## src/rtl/data_path.sv

```systemverilog
`timescale 1ns/1ps
// Single-cycle RV32I integer datapath: PC, 32x32 register file, immediate
// generator, ALU and branch resolution. The instruction word is supplied externally each cycle.
module data_path #(
    parameter logic [31:0] RESET_PC = 32'h0000_0000
) (
    input  logic        clk,
    input  logic        rst,
    input  logic [31:0] instruction_word,
    output logic [31:0] Addition_result,
    output logic        RF_WRITING,
    output logic [31:0] Alu_Result
);

    localparam int unsigned XLEN = 32;
    localparam int unsigned NREG = 32;
    localparam int unsigned RIDX = 5;

    localparam logic [6:0] OPC_OP     = 7'b0110011;
    localparam logic [6:0] OPC_OP_IMM = 7'b0010011;
    localparam logic [6:0] OPC_LUI    = 7'b0110111;
    localparam logic [6:0] OPC_AUIPC  = 7'b0010111;
    localparam logic [6:0] OPC_JAL    = 7'b1101111;
    localparam logic [6:0] OPC_JALR   = 7'b1100111;
    localparam logic [6:0] OPC_BRANCH = 7'b1100011;

    localparam logic [2:0] F3_ADD  = 3'b000;
    localparam logic [2:0] F3_SLL  = 3'b001;
    localparam logic [2:0] F3_SLT  = 3'b010;
    localparam logic [2:0] F3_SLTU = 3'b011;
    localparam logic [2:0] F3_XOR  = 3'b100;
    localparam logic [2:0] F3_SR   = 3'b101;
    localparam logic [2:0] F3_OR   = 3'b110;
    localparam logic [2:0] F3_AND  = 3'b111;

    localparam logic [2:0] F3_BEQ  = 3'b000;
    localparam logic [2:0] F3_BNE  = 3'b001;
    localparam logic [2:0] F3_BLT  = 3'b100;
    localparam logic [2:0] F3_BGE  = 3'b101;
    localparam logic [2:0] F3_BLTU = 3'b110;
    localparam logic [2:0] F3_BGEU = 3'b111;

    logic [XLEN-1:0] pc;
    logic [XLEN-1:0] regs [NREG];

    logic [6:0]      opcode;
    logic [RIDX-1:0] rd;
    logic [RIDX-1:0] rs1;
    logic [RIDX-1:0] rs2;
    logic [2:0]      funct3;
    logic            alt_bit;

    logic [XLEN-1:0] rs1_val;
    logic [XLEN-1:0] rs2_val;
    logic [XLEN-1:0] imm_i;
    logic [XLEN-1:0] imm_u;
    logic [XLEN-1:0] imm_b;
    logic [XLEN-1:0] imm_j;
    logic [XLEN-1:0] pc_plus4;

    logic [XLEN-1:0] alu_c;
    logic            rf_we_c;
    logic [XLEN-1:0] next_pc_c;
    logic            br_taken_c;

    // Instruction field extraction and immediate formats
    assign opcode  = instruction_word[6:0];
    assign rd      = instruction_word[11:7];
    assign funct3  = instruction_word[14:12];
    assign rs1     = instruction_word[19:15];
    assign rs2     = instruction_word[24:20];
    assign alt_bit = instruction_word[30];

    assign imm_i = {{20{instruction_word[31]}}, instruction_word[31:20]};
    assign imm_u = {instruction_word[31:12], 12'b0};
    assign imm_b = {{20{instruction_word[31]}}, instruction_word[7],
                    instruction_word[30:25], instruction_word[11:8], 1'b0};
    assign imm_j = {{12{instruction_word[31]}}, instruction_word[19:12],
                    instruction_word[20], instruction_word[30:21], 1'b0};

    // x0 is never written, so a plain array read already returns zero for it
    assign rs1_val  = regs[rs1];
    assign rs2_val  = regs[rs2];
    assign pc_plus4 = pc + XLEN'(4);

    function automatic logic [XLEN-1:0] alu_op(
        input logic [2:0]      f3,
        input logic            alt,
        input logic [XLEN-1:0] a,
        input logic [XLEN-1:0] b
    );
        logic [XLEN-1:0] res;
        res = '0;
        case (f3)
            F3_ADD:  res = alt ? (a - b) : (a + b);
            F3_SLL:  res = a << b[4:0];
            F3_SLT:  res = XLEN'($signed(a) < $signed(b));
            F3_SLTU: res = XLEN'(a < b);
            F3_XOR:  res = a ^ b;
            F3_SR:   res = alt ? XLEN'($signed(a) >>> b[4:0]) : (a >> b[4:0]);
            F3_OR:   res = a | b;
            F3_AND:  res = a & b;
            default: res = '0;
        endcase
        return res;
    endfunction

    // Branch condition resolution
    always_comb begin
        br_taken_c = 1'b0;
        case (funct3)
            F3_BEQ:  br_taken_c = (rs1_val == rs2_val);
            F3_BNE:  br_taken_c = (rs1_val != rs2_val);
            F3_BLT:  br_taken_c = ($signed(rs1_val) <  $signed(rs2_val));
            F3_BGE:  br_taken_c = ($signed(rs1_val) >= $signed(rs2_val));
            F3_BLTU: br_taken_c = (rs1_val <  rs2_val);
            F3_BGEU: br_taken_c = (rs1_val >= rs2_val);
            default: br_taken_c = 1'b0;
        endcase
    end

    // Decode: result value, write strobe and next PC per opcode
    always_comb begin
        alu_c     = rs1_val + rs2_val;
        rf_we_c   = 1'b0;
        next_pc_c = pc_plus4;
        case (opcode)
            OPC_OP: begin
                alu_c   = alu_op(funct3, alt_bit, rs1_val, rs2_val);
                rf_we_c = 1'b1;
            end
            OPC_OP_IMM: begin
                // ADDI has no subtract form; only SRAI uses imm[10]
                alu_c   = alu_op(funct3, (funct3 == F3_SR) && alt_bit, rs1_val, imm_i);
                rf_we_c = 1'b1;
            end
            OPC_LUI: begin
                alu_c   = imm_u;
                rf_we_c = 1'b1;
            end
            OPC_AUIPC: begin
                alu_c   = pc + imm_u;
                rf_we_c = 1'b1;
            end
            OPC_JAL: begin
                alu_c     = pc_plus4;
                rf_we_c   = 1'b1;
                next_pc_c = pc + imm_j;
            end
            OPC_JALR: begin
                alu_c     = pc_plus4;
                rf_we_c   = 1'b1;
                next_pc_c = (rs1_val + imm_i) & ~XLEN'(1);
            end
            OPC_BRANCH: begin
                alu_c = rs1_val - rs2_val;
                if (br_taken_c) begin
                    next_pc_c = pc + imm_b;
                end
            end
            default: begin
                alu_c     = rs1_val + rs2_val;
                rf_we_c   = 1'b0;
                next_pc_c = pc_plus4;
            end
        endcase
    end

    // PC and register file state
    always_ff @(posedge clk or negedge rst) begin
        if (!rst) begin
            pc <= RESET_PC;
            for (int unsigned i = 0; i < NREG; i++) begin
                regs[i] <= '0;
            end
        end else begin
            pc <= next_pc_c;
            if (rf_we_c && (rd != '0)) begin
                regs[rd] <= alu_c;
            end
        end
    end

    assign Addition_result = pc_plus4;
    assign RF_WRITING      = rf_we_c;
    assign Alu_Result      = alu_c;

endmodule

```

## config.mk

```make
export PLATFORM = sky130hd
export DESIGN_NAME = data_path
export DESIGN_NICKNAME = d
export VERILOG_FILES = /design/src/rtl/data_path.sv
export SDC_FILE = /design/constraint.sdc
export NUM_CORES = 2
export LEC_CHECK = 0
export CAP_MARGIN = 20
export CORE_UTILIZATION = 41
export CTS_CLUSTER_DIAMETER = 80
export DETAILED_ROUTE_END_ITERATION = 10
export MAX_ROUTING_LAYER = met4
export PLACE_DENSITY = 0.66
export SYNTH_ARGS = -nofsm -noshare
export SYNTH_HDL_FRONTEND = slang
export SYNTH_SLANG_ARGS = --single-unit
```

## constraint.sdc

```tcl
create_clock -name clk -period 15.6 [get_ports clk]
set_input_delay 3.9 -clock clk [delete_from_list [all_inputs] [get_ports clk]]
set_output_delay 3.9 -clock clk [all_outputs]
set_load 0.05 [all_outputs]
```

# [After elaboration in Yosys (flattened, before gate mapping)]
# Cells that the tools add are included.
[op_classes] addsub=8 magnitude_cmp=10 eq_ne=16 shift=6 mux=20 n_bitwise=9 reduce_logical=7
[op_table] operator="bitwise mux 1024 bit" count=1
[op_table] operator="case mux 32 bit (8 select lines)" count=2
[op_table] operator="binary-select mux 32 bit (select 5 bit)" count=2
[op_table] operator="2-to-1 mux 32 bit" count=10
[op_table] operator="case mux 32 bit (6 select lines)" count=1
[op_table] operator="adder 32 bit" count=5
[op_table] operator="demux 32 bit (select 5 bit)" count=1
[op_table] operator="< comparator 32 bit" count=3
[op_table] operator="case mux 32 bit (3 select lines)" count=1
[op_table] operator="bitwise AND 32 bit" count=2
[op_table] operator=">= comparator 32 bit" count=2
[op_table] operator="OR 32 bit" count=2
[op_table] operator="left shift 32 x 5 -> 32 bit" count=2
[op_table] operator="right shift 32 x 5 -> 32 bit" count=2
[op_table] operator=">>> shifter 32 x 5 -> 32 bit" count=2
[op_table] operator="subtractor 32 bit" count=2
[op_table] operator="bitwise XOR 32 bit" count=2
[op_table] operator="adder 32 x 3 -> 32 bit, second input constant" count=1
[op_table] operator="equality test 32 bit" count=1
[op_table] operator="< comparator 32 x 12 -> 1 bit" count=1
[op_table] operator="inequality test 32 bit" count=1
[op_table] operator="equality test 7 bit, second input constant" count=3
[op_table] operator=">= comparator 6 bit, second input constant" count=3
[op_table] operator="NOT 5 -> 6 bit" count=3
[op_table] operator="other kinds (13)" count=21
[word_totals] reg_bits=1056 wordCells=109

# [Depth between registers and ports, before layout]
[depth] depth_word=9 ltp_mapped=30 mapped_depth_nobuf=19

# [Worst setup path after synthesis]
# Ideal clock, no wire load.
[synth_timing] path_kind="input port to output port" from="input port instruction_word[21]" to="output port Alu_Result[30]" arrival_time_ps=11675 t_required_ps=11700 slack_ps=25 stages=29 n_path_buf=12 path_cell_list="buf_4 > buf_6 > buf_2 > buf_2 > buf_2 > buf_2 > buf_1 > buf_1 > clkbuf_1 > clkbuf_1 > mux4_2 > mux4_2 > nand2_1 > and2_1 > ha_1 > clkbuf_1 > o21ai_0 > a21oi_1 > a221oi_1 > a31oi_1 > a22oi_1 > o311ai_0 > a2111oi_0 > o31ai_1 > xnor2_1 > a221oi_1 > nor2_1 > buf_2 > a21oi_1"
[synth_via] elab_chain_cells=8
[synth_rtl] item="start: declaration" line="9" rtl="input logic [31:0] instruction_word,"
[synth_rtl] item="NOT 5 -> 6 bit (implied by the code)" line="83" rtl="assign rs2_val = regs[rs2];"
[synth_rtl] item="binary-select mux 32 bit (select 5 bit)" line="83"
[synth_rtl] item="2-to-1 mux 32 bit (implied by the code) (2 in series)" line="83"
[synth_rtl] item="adder 32 bit, or another cell as far along" line="95, 162"
[synth_rtl] item="2-to-1 mux 32 bit, on equally long branches" line="95, 100"
[synth_rtl] item="case mux 32 bit (8 select lines)" line="94" rtl="case (f3)"
[synth_rtl] item="case mux 32 bit (6 select lines) (*)" line="127" rtl="case (opcode)"
[synth_rtl] item="end: declaration" line="12" rtl="output logic [31:0] Alu_Result"
# Mark *: on every way between the ends. The rest lies on a longest branch, timed or not. The select of a mux whose other input is x is not followed.

# [Final worst setup path]
[layout_timing] from="input port instruction_word[18]" to="output port Alu_Result[4]"
[layout_via] elab_chain_cells=8
[layout_rtl] item="NOT 5 -> 6 bit (implied by the code) (*)" line="82" rtl="assign rs1_val = regs[rs1];"
[layout_rtl] item="binary-select mux 32 bit (select 5 bit) (*)" line="82"
[layout_rtl] item="2-to-1 mux 32 bit (implied by the code) (*) (2 in series)" line="82"
[layout_rtl] item="adder 32 bit, or another cell as far along" line="95" rtl="F3_ADD: res = alt ? (a - b) : (a + b);"
[layout_rtl] item="2-to-1 mux 32 bit, on equally long branches" line="95, 100"
[layout_rtl] item="case mux 32 bit (8 select lines)" line="94"
[layout_rtl] item="case mux 32 bit (6 select lines) (*)" line="127"
# Marked as above.

==> flow_metrics.py <==
metrics = {
    "worst_setup_path": {
        "criticalPathCategory": "input pin to primary output",
        "worstSetupEndpointType": "primary output",
        "critical_path.startpoint_type": "input pin",
        "cp_max_fo": 11,
        "worstPathRequired_ps": 11700,
        "cp_data_arrival_time_ps": 11560,
    },
    "layout": {
        "layout.cells.most_common": "nand2_1",
        "final_cell_area_um2": 86000,
        "n_fill_cell": 17798,
        "nNetsFinal": 8776,
        "syn2layout_area_growth_pct": 11.4,
        "ff_latch_area_um2": 26400,
        "mostFrequentLayoutCells": "nand2_1 (1,084), dfrtp_1 (1,055), o21ai_0 (977)",
        "post_route_cells_drive_above_1_share": 0.149,
        "fin_util": 0.462,
        "multiInputGateArea_um2": 47100,
    },
    "floorplan": {
        "num_rows": 158,
        "boundaryPins": 99,
        "dieArea_um2": 190000,
        "floorplan.initialDensity": 0.415,
        "floorplan.die.width_um": 436,
        "design.core.area_um2": 186000,
        "chipHeight_um": 436,
    },
    "synth": {
        "synth_cell_type_count": 99,
        "synth_top_flop_cell": "dfrtp_1",
        "synth_largest_type_area_fraction": 0.342,
        "syn_area_per_cell_um2": 8.97,
        "synth.area.top_cells": "dfrtp_1 (34%), mux4_2 (11%), mux2i_1 (8.5%), o21ai_0 (6.3%), nand2_1 (5.4%)",
        "netlist_instances": 8613,
        "synth_nets": 8925,
        "synth-seq-cells": 1055,
        "post_synth_edffs": 0,
        "sequential_cell_area_fraction_in_the_yosys_report": 0.342,
        "netlist_area_um2": 77200,
        "synthArstFlopShare": 1.00,
        "synth_top_cell_by_area": "dfrtp_1",
        "synth-warning-count": 0,
    },
    "global_route": {
        "grt_start_max_net_pins": 176,
        "grtUsageTotal": 0.435,
        "grt_util_met2": 0.618,
        "met3_usage": 0.112,
        "grt_most_used_layer": "met2",
        "antenna_found_initial": 37,
        "first_global_vias": 71796,
        "met1_usage": 0.531,
        "final_global_route_overflow_total": 0,
        "first_pass_grt_wire_length_mm": 570,
    },
    "routing": {
        "detail_route.wirelength_mm": 411,
        "final_antenna_net_count": 0,
        "vias_per_cell": 6.89,
        "drt-initial-drc-count": 11683,
        "post-route-drc-count": 0,
        "drt_pass1_iterations": 8,
        "avgRoutedWirePerCell_um": 37.1,
        "detailroute.via_count": 76227,
    },
    "clock_network": {
        "cts.hold.buffers_added": 0,
        "cts_resized": 0,
        "path_clk_slew_ps": 60,
        "root_buffer": "clkbuf_16",
        "postCtsSetupBuffers": 0,
        "htreeDepth": 3,
        "clock_path_buffers": 3,
        "tritoncts": "built",
        "cts_made_buffers": 112,
        "tritoncts_sinks": 1055,
        "clock_latency_of_the_later_clocked_register_in_the_worst_skew_pair_ps": 800,
    },
    "timing": {
        "finalWorstSetupSlack_ps": 141,
        "min_period_over_period": 0.991,
        "layout_min_cycle_time_ps": 15460,
        "final_slew_violations": 0,
        "hold_violations_final": 0,
        "setup_tns_ps": 0,
        "setup_violations": 0,
        "rsz0062_at_grt": "false",
        "timing.max_slew.rel_slack": 0.160,
        "maximum_clock_rate_ghz": 0.0647,
        "worstMarginPinSlew_ps": 1250,
        "clock-skew-final_ps": 60.5,
    },
    "placed_design": {
        "placement.setup.worst_slack_ps": 371,
        "port_buffers": 97,
        "dp_hpwl_mm": 294,
        "gp_congestion": 1.19,
        "post_dp_cell_area_um2": 81900,
    },
    "power": {
        "vdd_drop_max_v": 0.000106,
        "leak_pwr_nw": 37.0,
        "ratio_of_total_power_to_cell_area_nw_per_um2": 104,
        "finalPower_mw": 8.93,
    },
    "flow_run": {
        "maxCapViolations": 0,
    },
    "status": {
        "run_status": "completed",
    },
    "worst_hold_path": {
        "holdCritPathClass": "flop to flop",
    },
}
## synth_stat cells, types with 52 or more instances
cell type  instances
a211oi_1          88
a21o_1            52
a21oi_1          655
a221oi_1          64
a22oi_1          160
a31oi_1           52
buf_1             72
buf_2            108
clkbuf_1         558
dfrtp_1         1055
ha_1             271
inv_1            164
mux2i_1          653
mux4_2           365
nand2_1         1115
nand3_1          163
nor2_1           725
nor3_1            89
o21ai_0          978
o22ai_1          145
xnor2_1          144
## worst paths after layout
check	from	to	slack [ps]	depth (start not counted)
max	instruction_word[18]	Alu_Result[4]	140	18
min	regs[1008]	regs[1008]	400	0
max reg2reg	regs[624]	pc[29]	8180	16
min reg2reg	regs[1008]	regs[1008]	400	0
max in group asynchronous	rst	pc[8]	9380	4
min in group asynchronous	rst	regs[821]	3100	1
## metrics by stage
stage                     hold WS (ps)  cells
after detailed placement           387  10821
after CTS                          402  11028
after global routing               409  11054
final                              401  11062
after floorplan                    441   8613
after global placement             383  10814
## worst max-delay path: stages
cell and delay (ps):
clkdlybuf4s50_1 910, buf_4 300, nand4bb_2 450, buf_12 250, buf_4 280, o22ai_1 120, nor4_1 420, and3_1 760
inv_2 490, mux2_2 480, o22a_1 230, nand3_1 210, o21ai_0 390, a2111oi_0 1120, nor2_1 160, a21oi_2 710
inv_1 110, buf_4 230
## state kept, by name, summed over array words and instances, names as in the netlist
name / cells
pc: 31
regs: 1024
## where the power goes
| group | switching, mW | internal, mW | total (mW) |
|---|---|---|---|
| combinational | 2.05 | 0.999 | 3.05 |
| clock | 1.22 | 1.59 | 2.81 |
| sequential | 0.190 | 2.89 | 3.08 |
| total | 3.46 | 5.47 | 8.93 |
## final cells by class
cell class,instances,share of cell area
Inverter,181,0.00799
Antenna cell,25,0.000727
Clock buffer,158,0.0381
Sequential cell,1055,0.307
Clock inverter,49,0.00690
Multi-Input combinational cell,6567,0.548
Timing Repair Buffer,547,0.0557
Tap cell,2480,0.0361
## routing by layer
layer,part of all wire,wire (um),vias up
li1,-,-,31200
met1,0.37,152000,37686
met2,0.42,173000,5746
met3,0.11,47100,1595
met4,0.095,38800,0
met5,0,0,-
## cells by family (layout without fill, tap and decap cells)
| family | after synthesis | after routing | share of synthesized area |
|---|---|---|---|
| compound gates | 2654 | 2654 | 0.208 |
| mux | 1051 | 1051 | 0.196 |
| xor+xnor | 192 | 192 | 0.0218 |
| flops | 1055 | 1055 | 0.342 |
| fa+ha+maj | 278 | 278 | 0.0457 |
| simple gates | 2391 | 2391 | 0.131 |
| other cells | 1 | 26 | 0.0000486 |
| buf+inv | 991 | 935 | 0.0554 |
(Power assumes the default switching activity.)
